--- src/rtl/axi_lite_cmd_master.sv ---
// Single-outstanding AXI4-Lite master: turns one command into an AW/W/B or AR/R
// exchange and hands back a registered response with a saturating error count.
module axi_lite_cmd_master #(
   parameter int ADDR_WIDTH = 8,
   parameter int DATA_WIDTH = 8
) (
   input  logic                    ACLK,
   input  logic                    ARESETN,
   input  logic                    cmd_valid,
   output logic                    cmd_ready,
   input  logic                    cmd_write,
   input  logic [ADDR_WIDTH-1:0]   cmd_addr,
   input  logic [DATA_WIDTH-1:0]   cmd_wdata,
   output logic                    rsp_valid,
   input  logic                    rsp_ready,
   output logic                    rsp_write,
   output logic [DATA_WIDTH-1:0]   rsp_rdata,
   output logic [1:0]              rsp_resp,
   output logic [7:0]              err_count,
   output logic                    AWVALID,
   input  logic                    AWREADY,
   output logic [ADDR_WIDTH-1:0]   AWADDR,
   output logic                    WVALID,
   input  logic                    WREADY,
   output logic [DATA_WIDTH-1:0]   WDATA,
   output logic [DATA_WIDTH/8-1:0] WSTRB,
   input  logic                    BVALID,
   output logic                    BREADY,
   input  logic [1:0]              BRESP,
   output logic                    ARVALID,
   input  logic                    ARREADY,
   output logic [ADDR_WIDTH-1:0]   ARADDR,
   input  logic                    RVALID,
   output logic                    RREADY,
   input  logic [DATA_WIDTH-1:0]   RDATA,
   input  logic [1:0]              RRESP
);

   typedef enum logic [2:0] {
      IDLE    = 3'd0,
      WR_REQ  = 3'd1,
      WR_RESP = 3'd2,
      RD_REQ  = 3'd3,
      RD_DATA = 3'd4,
      RSP     = 3'd5
   } state_t;

   state_t state;
   logic   aw_done;
   logic   w_done;

   logic aw_hs, w_hs, b_hs, ar_hs, r_hs;
   assign aw_hs = AWVALID && AWREADY;
   assign w_hs  = WVALID && WREADY;
   assign b_hs  = BVALID && BREADY;
   assign ar_hs = ARVALID && ARREADY;
   assign r_hs  = RVALID && RREADY;

   always_ff @(posedge ACLK or posedge ARESETN) begin
      if (ARESETN) begin
         state     <= IDLE;
         cmd_ready <= 1'b0;
         aw_done   <= 1'b0;
         w_done    <= 1'b0;
         AWVALID   <= 1'b0;
         AWADDR    <= '0;
         WVALID    <= 1'b0;
         WDATA     <= '0;
         WSTRB     <= '1;
         BREADY    <= 1'b0;
         ARVALID   <= 1'b0;
         ARADDR    <= '0;
         RREADY    <= 1'b0;
         rsp_valid <= 1'b0;
         rsp_write <= 1'b0;
         rsp_rdata <= '0;
         rsp_resp  <= 2'b00;
         err_count <= 8'h00;
      end else begin
         case (state)
            IDLE: begin
               if (cmd_valid && cmd_ready) begin
                  cmd_ready <= 1'b0;
                  aw_done   <= 1'b0;
                  w_done    <= 1'b0;
                  if (cmd_write) begin
                     AWVALID <= 1'b1;
                     AWADDR  <= cmd_addr;
                     WVALID  <= 1'b1;
                     WDATA   <= cmd_wdata;
                     WSTRB   <= '1;
                     state   <= WR_REQ;
                  end else begin
                     ARVALID <= 1'b1;
                     ARADDR  <= cmd_addr;
                     state   <= RD_REQ;
                  end
               end else begin
                  // also raises cmd_ready on the first edge after reset release
                  cmd_ready <= 1'b1;
               end
            end
            WR_REQ: begin
               // AW and W retire independently; B is only opened once both have
               if (aw_hs) begin
                  AWVALID <= 1'b0;
                  aw_done <= 1'b1;
               end
               if (w_hs) begin
                  WVALID <= 1'b0;
                  w_done <= 1'b1;
               end
               if ((aw_done || aw_hs) && (w_done || w_hs)) begin
                  BREADY <= 1'b1;
                  state  <= WR_RESP;
               end
            end
            WR_RESP: begin
               if (b_hs) begin
                  BREADY    <= 1'b0;
                  rsp_resp  <= BRESP;
                  rsp_rdata <= '0;
                  rsp_write <= 1'b1;
                  rsp_valid <= 1'b1;
                  if (BRESP != 2'b00 && err_count != 8'hFF)
                     err_count <= err_count + 8'd1;
                  state <= RSP;
               end
            end
            RD_REQ: begin
               if (ar_hs) begin
                  ARVALID <= 1'b0;
                  RREADY  <= 1'b1;
                  state   <= RD_DATA;
               end
            end
            RD_DATA: begin
               if (r_hs) begin
                  RREADY    <= 1'b0;
                  rsp_resp  <= RRESP;
                  rsp_rdata <= RDATA;
                  rsp_write <= 1'b0;
                  rsp_valid <= 1'b1;
                  if (RRESP != 2'b00 && err_count != 8'hFF)
                     err_count <= err_count + 8'd1;
                  state <= RSP;
               end
            end
            RSP: begin
               if (rsp_ready) begin
                  rsp_valid <= 1'b0;
                  cmd_ready <= 1'b1;
                  state     <= IDLE;
               end
            end
            default: begin
               state     <= IDLE;
               cmd_ready <= 1'b0;
            end
         endcase
      end
   end

endmodule

--- config.mk ---
export PLATFORM = sky130hd
export DESIGN_NAME = axi_lite_cmd_master
export DESIGN_NICKNAME = d
export VERILOG_FILES = /design/src/rtl/axi_lite_cmd_master.sv
export SDC_FILE = /design/constraint.sdc
export NUM_CORES = 1
export LEC_CHECK = 0
export BUFFER_PORTS_ARGS = -buffer_cell sky130_fd_sc_hd__buf_2
export CORE_MARGIN = 1
export CORE_UTILIZATION = 53
export DETAILED_ROUTE_END_ITERATION = 6
export PLACE_DENSITY = 0.86
export SLEW_MARGIN = 20
export SYNTH_ARGS = -nofsm -noshare
export SYNTH_HDL_FRONTEND = slang
export SYNTH_SLANG_ARGS = --single-unit
--- constraint.sdc ---
create_clock -name ACLK -period 4.41 [get_ports ACLK]
set_input_delay 0.441 -clock ACLK [delete_from_list [all_inputs] [get_ports ACLK]]
set_output_delay 0.441 -clock ACLK [all_outputs]
set_load 0.01 [all_outputs]
# == After elaboration in Yosys (flattened, before gate mapping) ==
# Cells that the tools add are included.
# word_totals
out_inout_bits,51
regBits,55
wordCells,121
# op_classes
bitwise,2
mux,48
n_addsub,1
eq_ne,18
n_reduce_logical,35
# op_table
op,n
$mux 8,6
$pmux 8 s2,2
$ne 2x2->1 const B,12
$reduce_and 3->1,7
$mux 1,19
$mux 3,6
$pmux 3 s6,1
$pmux 1 s2,8
$reduce_and 4->1,4
$reduce_bool 2->1,7
$logic_and 1x1->1,9
$add 8x1->8 const B,1
$ne 8x8->1 const B,1
$eq 3x2->1 const B,2
$eq 3x3->1 const B,2
$mux 2,3
$pmux 1 s3,2
$reduce_and 6->1,1
$reduce_and 5->1,1
$pmux 2 s2,1
$reduce_or 4->1,1
$eq 3x1->1 const B,1
$logic_not 3->1,1
$reduce_bool 3->1,1
other kinds (3),5

# == Depth between registers and ports, before layout ==
# depth
depth_word,5
depth_mapped,6
mapped_depth_nobuf,5

# == Worst setup path after synthesis ==
# No wires, ideal clock.
# synth_timing
kind,reg2reg
from,register err_count[0]
to,register err_count[1]
stages_incl_launch_ff,6
period_less_slack_ps,1785
path_slack_ps,2625
path_buffers,0
t_arrival_ps,1661
required_ps,4285
setup_ps,125
cell_sequence,dfrtp_1 -> ha_1 -> nand3_1 -> o22ai_1 -> a211oi_1 -> mux2_2
# synth_between
elab_chain_len,4
# synth_rtl
item,line,source
from (decl),19,"output logic [7:0] err_count,"
from (signal assigned),126,err_count <= err_count + 8'd1;
from (signal assigned),145,err_count <= err_count + 8'd1;
$add 8x1->8 / $ne 8x8->1 (equally long branches),-,
$mux 8 (tied with other cells),144,if (RRESP != 2'b00 && err_count != 8'hFF)
$mux 8 (tied with other cells),138,if (r_hs) begin
$pmux 8 s2 / $reduce_and 5->1 (equally long branches),-,
# Parallel ways exist; a longest one is shown, timed or not. The select of a mux whose other input is x is not followed.
# A chain may end at the register's enable or synchronous reset.

# == Final worst setup path ==
# layout_timing
from,register state[0]
to,register err_count[1]
# layout_between
elab_chain_len,3
# layout_rtl
item,line,source
from (decl),48,state_t state;
from (signal assigned),61,state <= IDLE;
from (signal assigned),92,state <= WR_REQ;
from (signal assigned),96,state <= RD_REQ;
$eq 3x3->1 / $eq 3x2->1 (equally long branches),80,case (state)
$ne 2x2->1 (no source line) / $reduce_bool 2->1 (equally long branches),-,
$reduce_and 5->1 (no source line),-,
# Parallel ways exist; a longest one is shown, timed or not.

==> qor.csv <==
stage,metric,value,unit
setup_path,WP data arrival,2.70,ns
clock_tree,CTS Hold Bufs,0,
clock_tree,cts repair resizes,0,
clock_tree,clock latency on the worst-skew pair,0.31,ns
setup_path,Critical Path End Type,register,
power,Leak,1.528,nW
drt,DR iter-0 viols,89,
place,PortBufs,87,
power,sw power,747.2,uW
setup_path,CP max FO,16,
yosys,syn_area_per_cell,11.47,um2
power,Seq pwr share,45.1,%
clock_tree,H-tree levels,2,
sta,Fmax,0.3988,GHz
drt,Via density,5.388,
clock_tree,CTS tree,done,
grt,GR Util All Layers,20.58,%
power,internal power,1.233,mW
drt,DR WL/cell,13.95,um
floorplanning,die area,4998,um2
yosys,"FFs w/ async S/R, synth",100.0,%
final_layout,Area growth syn-to-layout,21.86,%
final_layout,Fill cells,352,
yosys,sequential fraction of the synthesis area,55.03,%
yosys,synthesized flop and latch total,55,
drt,# DRC,16,
drt,Vias,1918,
setup_path,startpoint type of the worst setup path,register,
yosys,"Cell Area, Synth",2501,um2
place,Post-DP HPWL,3.616,mm
sta,Pins Over Slew Limit,0,
power,Sw Share,37.74,%
status,failing checks,design-rule violations,
floorplanning,Core ar.,4444,um2
power,total power,1.980,mW
yosys,Synth area leaders,"dfrtp_1 (55%), mux2_2 (12%), nand2_1 (5.0%)",
clock_tree,Post-CTS Setup Inserts,0,
power,worst ir drop on vdd,419.4,uV
yosys,"Distinct cells, synth",38,
drt,drt first pass iters,7,
drt,antenna-violating nets left,0,
clock_tree,clock slew at reported path FFs,0.10,ns
power,pwr dens,649.5,nW/um2
setup_path,Slowest cell on crit path,nor3b_2,
yosys,Synth top area share,55.03,%
yosys,Post-synth EDFFs,0,
setup_path,Critical Path RT,4.61,ns
grt,largest net degree at the start of global routing,56,
sta,RSZ-0062 raised after global routing,false,
setup_path,WP buf/inv,0,
floorplanning,initial core utilization,56.28,%
drt,WL final,4.966,mm
final_layout,fin nets,342,
place,GPL Wtd Cong,0.8316,
grt,number of antenna violations at the first check in global routing,0,
grt,grt ovf,0,
yosys,most frequent cell after synthesis,dfrtp_1,
yosys,top post-synthesis cells by count,"dfrtp_1 (55), nand2_1 (33), mux2_2 (27)",
sta,fin crit period,2.508,ns
hold_path,Hold/Removal Path Class,input pin to asynchronous set/reset pin,
yosys,Synth warnings,0,
sta,Setup Skew,0.006688,ns
sta,endpoints failing setup,0,
clock_tree,Clock Tree Buf Depth,2,
setup_path,CP Cell Sequence,"nor3b_2, a32oi_2, a211oi_1, mux2_2",
sta,Rel. slew slack,45.19,%
power,combinational share of power,40.3,%
job,Max-Cap Viols,0,
sta,Slew @ Worst Pin,0.8185,ns
grt,first-pass GRT wire length,8.045,mm
setup_path,Crit path max-delay family,simple AND/OR/NAND/NOR gates,
setup_path,max incr delay on CP,0.78,ns
setup_path,Worst Setup Path Type,register to register,
floorplanning,Cell Rows,24,
final_layout,share of cells above drive strength 1,44.08,%
sta,Post-Route Setup TNS,0,ns
clock_tree,CTS root buf,clkbuf_8,
sta,Final Hold Fails,0,
sta,period utilization,56.87,%
clock_tree,CTS buffer count,5,
floorplanning,die height,70.70,um
clock_tree,clock sink count,55,
yosys,Synth area leader,dfrtp_1,
floorplanning,chip width,70.70,um
yosys,Synth Flop Type,dfrtp_1,
yosys,Mapped Nets,257,
grt,vias in the first global route,1762,
status,status,finished with violations,
yosys,Synth Instances,218,
floorplanning,I/O pin cnt,89,
final_layout,# diodes,0,
power,Clk network pwr share,14.6,%
## state kept, by name, summed over array words and instances (netlist names), 2 cells and up
signal     cells
ARADDR         8
AWADDR         8
WDATA          8
err_count      8
rsp_rdata      8
state          3
rsp_resp       2
## power groups by stage
stage               combinational (mW)  clock, mW  sequential (mW)
CTS                              0.803      0.298            0.892
floorplan                        0.468          0            0.946
global placement                 0.780          0            0.886
detailed placement               0.800          0            0.902
finish                           0.797      0.290            0.892
global route                     0.877      0.316            0.926
## worst reg2reg max path: cells and delay by family (launching register included)
family	cells	cell delay, ns
compound gates	2	0.63
mux	1	0.38
flops	1	0.61
simple gates	1	0.78
## final cells by class
cell class / instances / area (um2) / share of cell area [%]
Multi-Input combinational cell: 146 / 1042 / 34.20
Inverter: 7 / 26.28 / 0.8621
Timing Repair Buffer: 88 / 442.9 / 14.53
Clock inverter: 1 / 8.758 / 0.2874
Tap cell: 52 / 65.06 / 2.135
Clock buffer: 7 / 86.33 / 2.833
Sequential cell: 55 / 1376 / 45.16
## metal layers
| metal | vias to the layer above | GRT usage, % | part of all wire, % |
|---|---|---|---|
| met3 | 7 | 4.986 | 5.5 |
| met2 | 64 | 32.69 | 49 |
| met4 | 0 | 7.778 | 1.4 |
| li1 | 946 | - | - |
| met5 | - | 0 | 0 |
| met1 | 901 | 27.66 | 44 |
## metrics by stage
| step | instance area [um2] | instances | hold WS [ns] | util [%] | setup slack, ns |
|---|---|---|---|---|---|
| 2_1_floorplan | 2501 | 218 | 0.4993 | - | 2.625 |
| 3_3_place_gp | 2949 | 348 | 0.4571 | 66.36 | 1.960 |
| 3_5_place_dp | 2949 | 348 | 0.4658 | 66.36 | 1.884 |
| 4_1_cts | 3044 | 356 | 0.3322 | 68.50 | 1.885 |
| 5_1_grt | 3048 | 356 | 0.3401 | 68.58 | 1.662 |
| 6_report | 3048 | 356 | 0.3012 | 68.58 | 1.902 |
## cells by family after synthesis
| kind of cell | synth area share, % |
|---|---|
| and+or+nand+nor | 12.91 |
| DFF | 55.03 |
| AOI/OAI and AO/OA | 12.16 |
| muxes | 13.36 |
| buffers and inverters | 3.452 |
| xor gates and xnor gates | 2.451 |
| adders and majority gates | 0.5002 |
| other | 0.1499 |
## final timing paths
| check | depth (start not counted) | startpoint | slack (ns) | endpoint |
|---|---|---|---|---|
| max | 4 | state[0] | 1.90 | err_count[1] |
| min | 3 | ARESETN | 0.30 | WDATA[7] |
| max reg2reg | 4 | state[0] | 1.90 | err_count[1] |
| min reg2reg | 2 | rsp_rdata[1] | 0.48 | rsp_rdata[1] |
| max in group asynchronous | 3 | ARESETN | 3.66 | rsp_resp[0] |
| min in group ACLK | 2 | ARREADY | 0.36 | ARVALID |
## cell usage in the layout (no fill, tap or decap), types with 2 or more instances in the layout
cell type   n
and4b_1     2
buf_2      87
nor2_1      6
clkbuf_8    6
mux2_2     27
a21oi_1     7
a2111oi_0   6
dfrtp_1    55
or2_2       3
nand3_1     4
o21ai_0    18
a31oi_1     4
nor3b_2     2
xor2_1      7
mux2i_1     3
a211oi_1    3
or3_1       2
inv_1       6
nor2b_1     2
nand2_1    33
Power figures use the tool's default switching activity.
